$ cat config.mk
export PLATFORM = sky130hd
export DESIGN_NAME = bp_be_irf_wb_arbiter_flat
export DESIGN_NICKNAME = d
export VERILOG_FILES = /design/src/rtl/bp_be_irf_wb_arbiter_if.sv /design/src/rtl/bp_be_irf_wb_arbiter.sv /design/src/flat_wrapper.sv
export SDC_FILE = /design/constraint.sdc
export NUM_CORES = 1
export LEC_CHECK = 0
export BUFFER_PORTS_ARGS = -buffer_cell sky130_fd_sc_hd__buf_2
export CAP_MARGIN = 20
export CELL_PAD_IN_SITES_DETAIL_PLACEMENT = 0
export CELL_PAD_IN_SITES_GLOBAL_PLACEMENT = 1
export CORE_MARGIN = 1.5
export CORE_UTILIZATION = 38
export CTS_CLUSTER_SIZE = 25
export DETAILED_ROUTE_END_ITERATION = 10
export PLACE_DENSITY_LB_ADDON = 0.2
export RECOVER_POWER = 100
export SYNTH_ARGS = -nofsm -noshare
export SYNTH_HDL_FRONTEND = slang
export SYNTH_SLANG_ARGS = --single-unit
$ cat constraint.sdc
create_clock -name clk_i -period 4.94 [get_ports clk_i]
set_input_delay 0.247 -clock clk_i [delete_from_list [all_inputs] [get_ports clk_i]]
set_output_delay 0.247 -clock clk_i [all_outputs]
set_load 0.01 [all_outputs]
$ cat src/rtl/bp_be_irf_wb_arbiter_if.sv
// Writeback arbiter bundle: pipe, long-latency and cfg write sources plus the regfile write port.
// Latency: none, this is a signal bundle only.
// Backpressure: long_ready_o / cfg_ready_o gate the requesters; the pipe obeys stall_pipe_o.
// Ports: master = requester/regfile side, slave = bp_be_irf_wb_arbiter.
interface bp_be_irf_wb_arbiter_if #(
  parameter int dword_width_p    = 64,
  parameter int reg_addr_width_p = 5
);
  logic                        pipe_w_v_i;
  logic [reg_addr_width_p-1:0] pipe_addr_i;
  logic [dword_width_p-1:0]    pipe_data_i;
  logic                        long_v_i;
  logic                        long_ready_o;
  logic [reg_addr_width_p-1:0] long_addr_i;
  logic [dword_width_p-1:0]    long_data_i;
  logic                        cfg_w_v_i;
  logic                        cfg_ready_o;
  logic [reg_addr_width_p-1:0] cfg_addr_i;
  logic [dword_width_p-1:0]    cfg_data_i;
  logic                        stall_pipe_o;
  logic                        long_pending_o;
  logic                        rd_w_v_o;
  logic [reg_addr_width_p-1:0] rd_addr_o;
  logic [dword_width_p-1:0]    rd_data_o;

  modport master (
    output pipe_w_v_i, pipe_addr_i, pipe_data_i,
           long_v_i, long_addr_i, long_data_i,
           cfg_w_v_i, cfg_addr_i, cfg_data_i,
    input  long_ready_o, cfg_ready_o, stall_pipe_o, long_pending_o,
           rd_w_v_o, rd_addr_o, rd_data_o
  );

  modport slave (
    input  pipe_w_v_i, pipe_addr_i, pipe_data_i,
           long_v_i, long_addr_i, long_data_i,
           cfg_w_v_i, cfg_addr_i, cfg_data_i,
    output long_ready_o, cfg_ready_o, stall_pipe_o, long_pending_o,
           rd_w_v_o, rd_addr_o, rd_data_o
  );
endinterface

$ cat src/rtl/bp_be_irf_wb_arbiter.sv
// Shares the integer regfile write port: pipe > long-latency FIFO head > cfg write.
// Latency: pipe 0 cycles (combinational); long-latency >= 1 cycle after accept; cfg in grant cycle.
// Backpressure: long_ready_o when FIFO has room, cfg_ready_o only when pipe idle and FIFO empty.
// Ports: clk_i, reset_i (async, active-high) plus the wb slave modport (see the interface file).
// Optional: define BP_BE_WB_ARB_STARVE_EN to build the starvation counter that raises
// stall_pipe_o for one cycle so a blocked FIFO head is guaranteed to drain.
module bp_be_irf_wb_arbiter #(
  parameter int dword_width_p    = 64,
  parameter int reg_addr_width_p = 5,
  parameter int buf_els_p        = 2,
  parameter int starve_limit_p   = 8
) (
  input logic                   clk_i,
  input logic                   reset_i,
  bp_be_irf_wb_arbiter_if.slave wb
);

  localparam int ptr_w_lp = (buf_els_p > 1) ? $clog2(buf_els_p) : 1;
  localparam int cnt_w_lp = $clog2(buf_els_p + 1);
  localparam logic [ptr_w_lp-1:0] last_ptr_lp = ptr_w_lp'(buf_els_p - 1);
  localparam logic [cnt_w_lp-1:0] full_cnt_lp = cnt_w_lp'(buf_els_p);

  if ((buf_els_p < 1) || (starve_limit_p < 2)) begin : g_param_check
    $error("bp_be_irf_wb_arbiter: buf_els_p must be >= 1 and starve_limit_p >= 2");
  end

  // Long-latency FIFO storage
  logic [dword_width_p-1:0]    buf_data_q [buf_els_p];
  logic [dword_width_p-1:0]    buf_data_d [buf_els_p];
  logic [reg_addr_width_p-1:0] buf_addr_q [buf_els_p];
  logic [reg_addr_width_p-1:0] buf_addr_d [buf_els_p];
  logic [ptr_w_lp-1:0]         wr_ptr_q, wr_ptr_d, rd_ptr_q, rd_ptr_d;
  logic [cnt_w_lp-1:0]         count_q, count_d;

  logic fifo_empty, enq, deq, cfg_grant;
  logic                        grant_v;
  logic [reg_addr_width_p-1:0] grant_addr;
  logic [dword_width_p-1:0]    grant_data;

  assign fifo_empty = (count_q == '0);
  // Ready is taken from the registered count only, so a full FIFO never
  // accepts even when the head is draining this cycle.
  assign wb.long_ready_o   = ~reset_i & (count_q < full_cnt_lp);
  assign enq               = wb.long_v_i & wb.long_ready_o;
  // The head only reads registered storage, so an entry accepted this cycle
  // cannot leave before the next one.
  assign deq               = ~wb.pipe_w_v_i & ~fifo_empty;
  assign cfg_grant         = wb.cfg_w_v_i & ~wb.pipe_w_v_i & fifo_empty;
  assign wb.cfg_ready_o    = ~reset_i & cfg_grant;
  assign wb.long_pending_o = ~reset_i & ~fifo_empty;

  always_comb begin
    grant_v    = 1'b0;
    grant_addr = '0;
    grant_data = '0;
    if (wb.pipe_w_v_i) begin
      grant_v    = 1'b1;
      grant_addr = wb.pipe_addr_i;
      grant_data = wb.pipe_data_i;
    end else if (deq) begin
      grant_v    = 1'b1;
      grant_addr = buf_addr_q[rd_ptr_q];
      grant_data = buf_data_q[rd_ptr_q];
    end else if (cfg_grant) begin
      grant_v    = 1'b1;
      grant_addr = wb.cfg_addr_i;
      grant_data = wb.cfg_data_i;
    end
  end

  // x0 writes still consume the slot; only the write enable is suppressed.
  assign wb.rd_w_v_o  = ~reset_i & grant_v & (grant_addr != '0);
  assign wb.rd_addr_o = reset_i ? '0 : grant_addr;
  assign wb.rd_data_o = reset_i ? '0 : grant_data;

  always_comb begin
    buf_data_d = buf_data_q;
    buf_addr_d = buf_addr_q;
    wr_ptr_d   = wr_ptr_q;
    rd_ptr_d   = rd_ptr_q;
    count_d    = count_q;
    if (enq) begin
      buf_data_d[wr_ptr_q] = wb.long_data_i;
      buf_addr_d[wr_ptr_q] = wb.long_addr_i;
      wr_ptr_d = (wr_ptr_q == last_ptr_lp) ? '0 : wr_ptr_q + 1'b1;
    end
    if (deq) begin
      rd_ptr_d = (rd_ptr_q == last_ptr_lp) ? '0 : rd_ptr_q + 1'b1;
    end
    case ({enq, deq})
      2'b10:   count_d = count_q + 1'b1;
      2'b01:   count_d = count_q - 1'b1;
      default: count_d = count_q;
    endcase
  end

  always_ff @(posedge clk_i or posedge reset_i) begin
    if (reset_i) begin
      for (int i = 0; i < buf_els_p; i++) begin
        buf_data_q[i] <= '0;
        buf_addr_q[i] <= '0;
      end
      wr_ptr_q <= '0;
      rd_ptr_q <= '0;
      count_q  <= '0;
    end else begin
      buf_data_q <= buf_data_d;
      buf_addr_q <= buf_addr_d;
      wr_ptr_q   <= wr_ptr_d;
      rd_ptr_q   <= rd_ptr_d;
      count_q    <= count_d;
    end
  end

`ifdef BP_BE_WB_ARB_STARVE_EN
  localparam logic [0:0] state_idle_lp  = 1'b0;
  localparam logic [0:0] state_steal_lp = 1'b1;
  localparam int starve_w_lp = $clog2(starve_limit_p);
  localparam logic [starve_w_lp-1:0] starve_max_lp = starve_w_lp'(starve_limit_p - 1);

  logic [0:0]             state_q, state_d;
  logic [starve_w_lp-1:0] starve_cnt_q, starve_cnt_d;
  logic                   head_blocked;

  assign head_blocked = ~fifo_empty & wb.pipe_w_v_i;

  always_comb begin
    state_d      = state_q;
    starve_cnt_d = starve_cnt_q;
    if (state_q == state_idle_lp) begin
      if (deq) begin
        starve_cnt_d = '0;
      end else if (head_blocked) begin
        if (starve_cnt_q == starve_max_lp) begin
          state_d      = state_steal_lp;
          starve_cnt_d = '0;
        end else begin
          starve_cnt_d = starve_cnt_q + 1'b1;
        end
      end
    end else if (deq) begin
      // Stolen slot used by the head. If the pipe wrote anyway we stay here
      // and steal again next cycle.
      state_d      = state_idle_lp;
      starve_cnt_d = '0;
    end
  end

  always_ff @(posedge clk_i or posedge reset_i) begin
    if (reset_i) begin
      state_q      <= state_idle_lp;
      starve_cnt_q <= '0;
    end else begin
      state_q      <= state_d;
      starve_cnt_q <= starve_cnt_d;
    end
  end

  assign wb.stall_pipe_o = (state_q == state_steal_lp);

  steal_pipe_idle_a: assert property (@(posedge clk_i) disable iff (reset_i)
    (state_q == state_steal_lp) |-> !wb.pipe_w_v_i);
`else
  assign wb.stall_pipe_o = 1'b0;
`endif

endmodule

$ cat src/flat_wrapper.sv
// flat-port wrapper written by rule: the top's interface ports become plain ports
module bp_be_irf_wb_arbiter_flat 
#(
  parameter int dword_width_p    = 64,
  parameter int reg_addr_width_p = 5,
  parameter int buf_els_p        = 2,
  parameter int starve_limit_p   = 8
)
  (clk_i, reset_i, wb_pipe_w_v_i, wb_pipe_addr_i, wb_pipe_data_i, wb_long_v_i, wb_long_addr_i, wb_long_data_i, wb_cfg_w_v_i, wb_cfg_addr_i, wb_cfg_data_i, wb_long_ready_o, wb_cfg_ready_o, wb_stall_pipe_o, wb_long_pending_o, wb_rd_w_v_o, wb_rd_addr_o, wb_rd_data_o);
  bp_be_irf_wb_arbiter_if #(.dword_width_p(dword_width_p), .reg_addr_width_p(reg_addr_width_p)) wb_i ();
  input logic clk_i;
  input logic reset_i;
  input wire logic [$bits(wb_i.pipe_w_v_i)-1:0] wb_pipe_w_v_i;
  input wire logic [$bits(wb_i.pipe_addr_i)-1:0] wb_pipe_addr_i;
  input wire logic [$bits(wb_i.pipe_data_i)-1:0] wb_pipe_data_i;
  input wire logic [$bits(wb_i.long_v_i)-1:0] wb_long_v_i;
  input wire logic [$bits(wb_i.long_addr_i)-1:0] wb_long_addr_i;
  input wire logic [$bits(wb_i.long_data_i)-1:0] wb_long_data_i;
  input wire logic [$bits(wb_i.cfg_w_v_i)-1:0] wb_cfg_w_v_i;
  input wire logic [$bits(wb_i.cfg_addr_i)-1:0] wb_cfg_addr_i;
  input wire logic [$bits(wb_i.cfg_data_i)-1:0] wb_cfg_data_i;
  output wire logic [$bits(wb_i.long_ready_o)-1:0] wb_long_ready_o;
  output wire logic [$bits(wb_i.cfg_ready_o)-1:0] wb_cfg_ready_o;
  output wire logic [$bits(wb_i.stall_pipe_o)-1:0] wb_stall_pipe_o;
  output wire logic [$bits(wb_i.long_pending_o)-1:0] wb_long_pending_o;
  output wire logic [$bits(wb_i.rd_w_v_o)-1:0] wb_rd_w_v_o;
  output wire logic [$bits(wb_i.rd_addr_o)-1:0] wb_rd_addr_o;
  output wire logic [$bits(wb_i.rd_data_o)-1:0] wb_rd_data_o;
  assign wb_i.pipe_w_v_i = wb_pipe_w_v_i;
  assign wb_i.pipe_addr_i = wb_pipe_addr_i;
  assign wb_i.pipe_data_i = wb_pipe_data_i;
  assign wb_i.long_v_i = wb_long_v_i;
  assign wb_i.long_addr_i = wb_long_addr_i;
  assign wb_i.long_data_i = wb_long_data_i;
  assign wb_i.cfg_w_v_i = wb_cfg_w_v_i;
  assign wb_i.cfg_addr_i = wb_cfg_addr_i;
  assign wb_i.cfg_data_i = wb_cfg_data_i;
  assign wb_long_ready_o = wb_i.long_ready_o;
  assign wb_cfg_ready_o = wb_i.cfg_ready_o;
  assign wb_stall_pipe_o = wb_i.stall_pipe_o;
  assign wb_long_pending_o = wb_i.long_pending_o;
  assign wb_rd_w_v_o = wb_i.rd_w_v_o;
  assign wb_rd_addr_o = wb_i.rd_addr_o;
  assign wb_rd_data_o = wb_i.rd_data_o;
  bp_be_irf_wb_arbiter #(.dword_width_p(dword_width_p), .reg_addr_width_p(reg_addr_width_p), .buf_els_p(buf_els_p), .starve_limit_p(starve_limit_p)) u_core (.clk_i(clk_i), .reset_i(reset_i), .wb(wb_i));
endmodule
==> run_results.csv <==
group,metric,value,unit
run_status,status,"complete, but fails checks",
run_status,violations,"capacitance limit, slew limit",
global_routing,grt.total_usage,0.209,
sta,post-route-min-period,3.66,ns
placed_design,hpwl,14600,microns
yosys,syn_inst,698,
clock_network,cts_tree,"yes",
job,maxCapViolCount,2,
setup_path,required,5.24,ns
clock_network,h-tree-depth,4,
global_routing,grt_max_degree,76,
routing,wl,21700,microns
setup_path,worstRegToRegCells,4,
sta,tns,0,ns
sta,final_max_slew_viol_count,102,
global_routing,grt_pass1_vias,6605,
yosys,yosys.area.top_type,"dfrtp_1",
clock_network,cts_resized,0,
die,num_io_pins,286,
sta,clock.fmax,273,MHz
setup_path,cp.arrival,3.95,ns
die,die_h,146,microns
min_path,hold_start,"wb_long_data_i[2]",
die,dieArea,0.0213,sq mm
min_path,hold_depth,2,
clock_network,clock_path_buffers,2,
routing,antenna_left,0,
yosys,synth.avg_cell_area,11.1,sq um
pwr,p_per_area,576,mW/mm^2
global_routing,antenna_found_initial,3,
yosys,synth_area,0.00776,sq mm
yosys,synth_xor_area_frac,0.00564,
yosys,synth_mux_area_frac,0.296,
yosys,yosys_register_bits,142,
routing,detail_route.wl_per_cell,17.6,microns
cells_and_area,fin_util,0.481,
min_path,hp-class,"in -> reg",
sta,grt_setup_unrepaired,"false",
routing,detailroute.via_count,6278,
yosys,yosys_warnings,0,
cells_and_area,stdcell_area,0.00971,sq mm
yosys,synth_cell_types,36,
sta,hold_violations,0,
global_routing,grt_pass1_wl,34800,microns
setup_path,reg2reg_to,"u_core.buf_data_q[59]",
routing,drc,0,
clock_network,cts_hold_buf,0,
placed_design,gp_congestion,0.735,
clock_network,postCtsSetupBuffers,0,
routing,via_per_inst,5.10,
pwr,p_leak,4.43,nW
sta,fin_ws,1.28,ns
setup_path,start_kind,"input pin",
sta,skew,0.00750,ns
yosys,yosysSeqAreaShare,0.458,
yosys,synth_compound_area_frac,0.115,
setup_path,r2r_slack,1.47,ns
clock_network,numCtsBuffers,17,
yosys,synthAdderAreaFrac,0.00161,
setup_path,cp_slowest_cell,"clkbuf_2",
die,initial_utilization,0.385,
yosys,synth_top_area_frac,0.458,
cells_and_area,areaGrowthSynthToFinish,25.1,%
placed_design,dpl_cell_area,0.00927,sq mm
die,fp-row-count,52,
placed_design,dp_slack,2.20,ns
setup_path,worstSetupPathType,"in -> reg",
yosys,synth_top_family_by_area,"multiplexers",
yosys,yosys.area_share.simple,0.0804,
clock_network,root_buffer,"clkbuf_16",
min_path,min_to,"u_core.buf_data_q[66]",
die,die_w,146,microns
pwr,irDropWorstVdd,0.000248,V
clock_network,clock_sinks,142,
yosys,yosysMostFrequentCell,"dfrtp_1",
global_routing,gr-total-overflow,0,
die,core_area,0.0202,sq mm
yosys,syn_nets,911,
yosys,synth_area_leaders,"dfrtp_1, mux2_2, mux2i_1",
cells_and_area,drive_above_1_share,0.411,
sta,period_share,0.740,
setup_path,cp_max_fo,47,
placed_design,numPortBuffers,284,
setup_path,reg2reg_from,"u_core.count_q[1]",
sta,setup_viol,0,
yosys,synth_edf_count,0,
setup_path,cp_cell_sequence,"clkbuf_1 > nor2_1 > and3_1 > clkbuf_2 > mux2_2",
routing,dr.first_iter.drc_count,245,
setup_path,max_stage_delay,1.15,ns
yosys,ys_top_cells_by_count,"dfrtp_1, mux2_2, nand2_1",
routing,drtPass1Iterations,4,
clock_network,clk_transition_reported_paths,0.06,ns
cells_and_area,layout.nets,1159,
yosys,synthFlopType,"dfrtp_1",
clock_network,clk-insertion-delay-late,0.42,ns
sta,slew_headroom,-0.205,
setup_path,critPathCaptureType,"flip-flop",
yosys,synth-async-reset-ratio,1.00,
sta,worst_slew_pin_slew,1.81,ns
## registers in the layout, summed over array words and instances (netlist names)
signal	cells
u_core.buf_addr_q	10
u_core.buf_data_q	128
u_core.count_q	2
u_core.rd_ptr_q	1
u_core.wr_ptr_q	1
## worst max-delay path: cells and delay by family
kind,cells,cell delay [ns]
buf+inv,2,1.81
mux,1,0.43
simple gates,2,1.41
## where the power goes
group,internal [mW],switching (mW)
combinational,1.17,1.01
sequential,1.75,0.434
clock,0.744,0.474
total,3.67,1.92
## per-stage QoR
step,power (mW),hold slack [ns],cells
2_1_floorplan,3.87,0.382,698
3_3_place_gp,4.44,0.467,1196
3_5_place_dp,4.50,0.479,1196
4_1_cts,5.74,0.0435,1228
5_1_grt,6.03,0.0467,1232
6_report,5.59,0.0576,1232
## final cells by class
class	instances	area (sq um)
diodes	3	7.51
clock buffers	23	488
clock inverters	9	85.1
fillers	2048	10500
inverters	2	12.5
multi-input cells	491	3830
flip-flops and latches	142	3560
well taps	270	338
repair buffers	292	1390
## routing by layer
metal | GRT usage | vias up | wire (microns)
met3 | 0.0517 | 20 | 1190
met4 | 0.0740 | 0 | 370
li1 | - | 3029 | -
met5 | 0 | - | 0
met1 | 0.264 | 3059 | 9580
met2 | 0.348 | 170 | 10500
## cells by family after synthesis
family / count (synthesis)
muxes: 207
and+or+nand+nor: 146
DFF: 142
AOI/OAI and AO/OA: 131
buffers and inverters: 65
xor gates and xnor gates: 5
adders and majority gates: 1
other: 1
## layout by cell type, fill, tap and decap left out, types with 4 or more instances in the layout
master and instances:
buf_2 215, mux2_1 18, a21oi_1 49, clkbuf_16 17
a211oi_1 14, and3_1 4, mux2_2 133, clkbuf_8 4
buf_4 5, dfrtp_1 141, mux2i_1 54, nor3_1 15
nor2_1 33, nand2_1 87, a221oi_1 15, o211ai_1 45
clkbuf_1 71
## worst max path at each step
stage / from / endpoint / slack, ns / cells past startpoint
final: reset_i / u_core.buf_data_q[59] / 1.28 / 5
after global routing: reset_i / u_core.buf_data_q[48] / 1.00 / 5
after CTS: u_core.count_q[0] / wb_rd_data_o[35] / 1.71 / 5
after detailed placement: u_core.count_q[0] / wb_rd_data_o[35] / 2.20 / 5
after global placement: u_core.count_q[0] / wb_rd_data_o[35] / 2.24 / 5
after floorplan: reset_i / wb_rd_data_o[10] / 0.35 / 5
(Power assumes the default switching activity.)
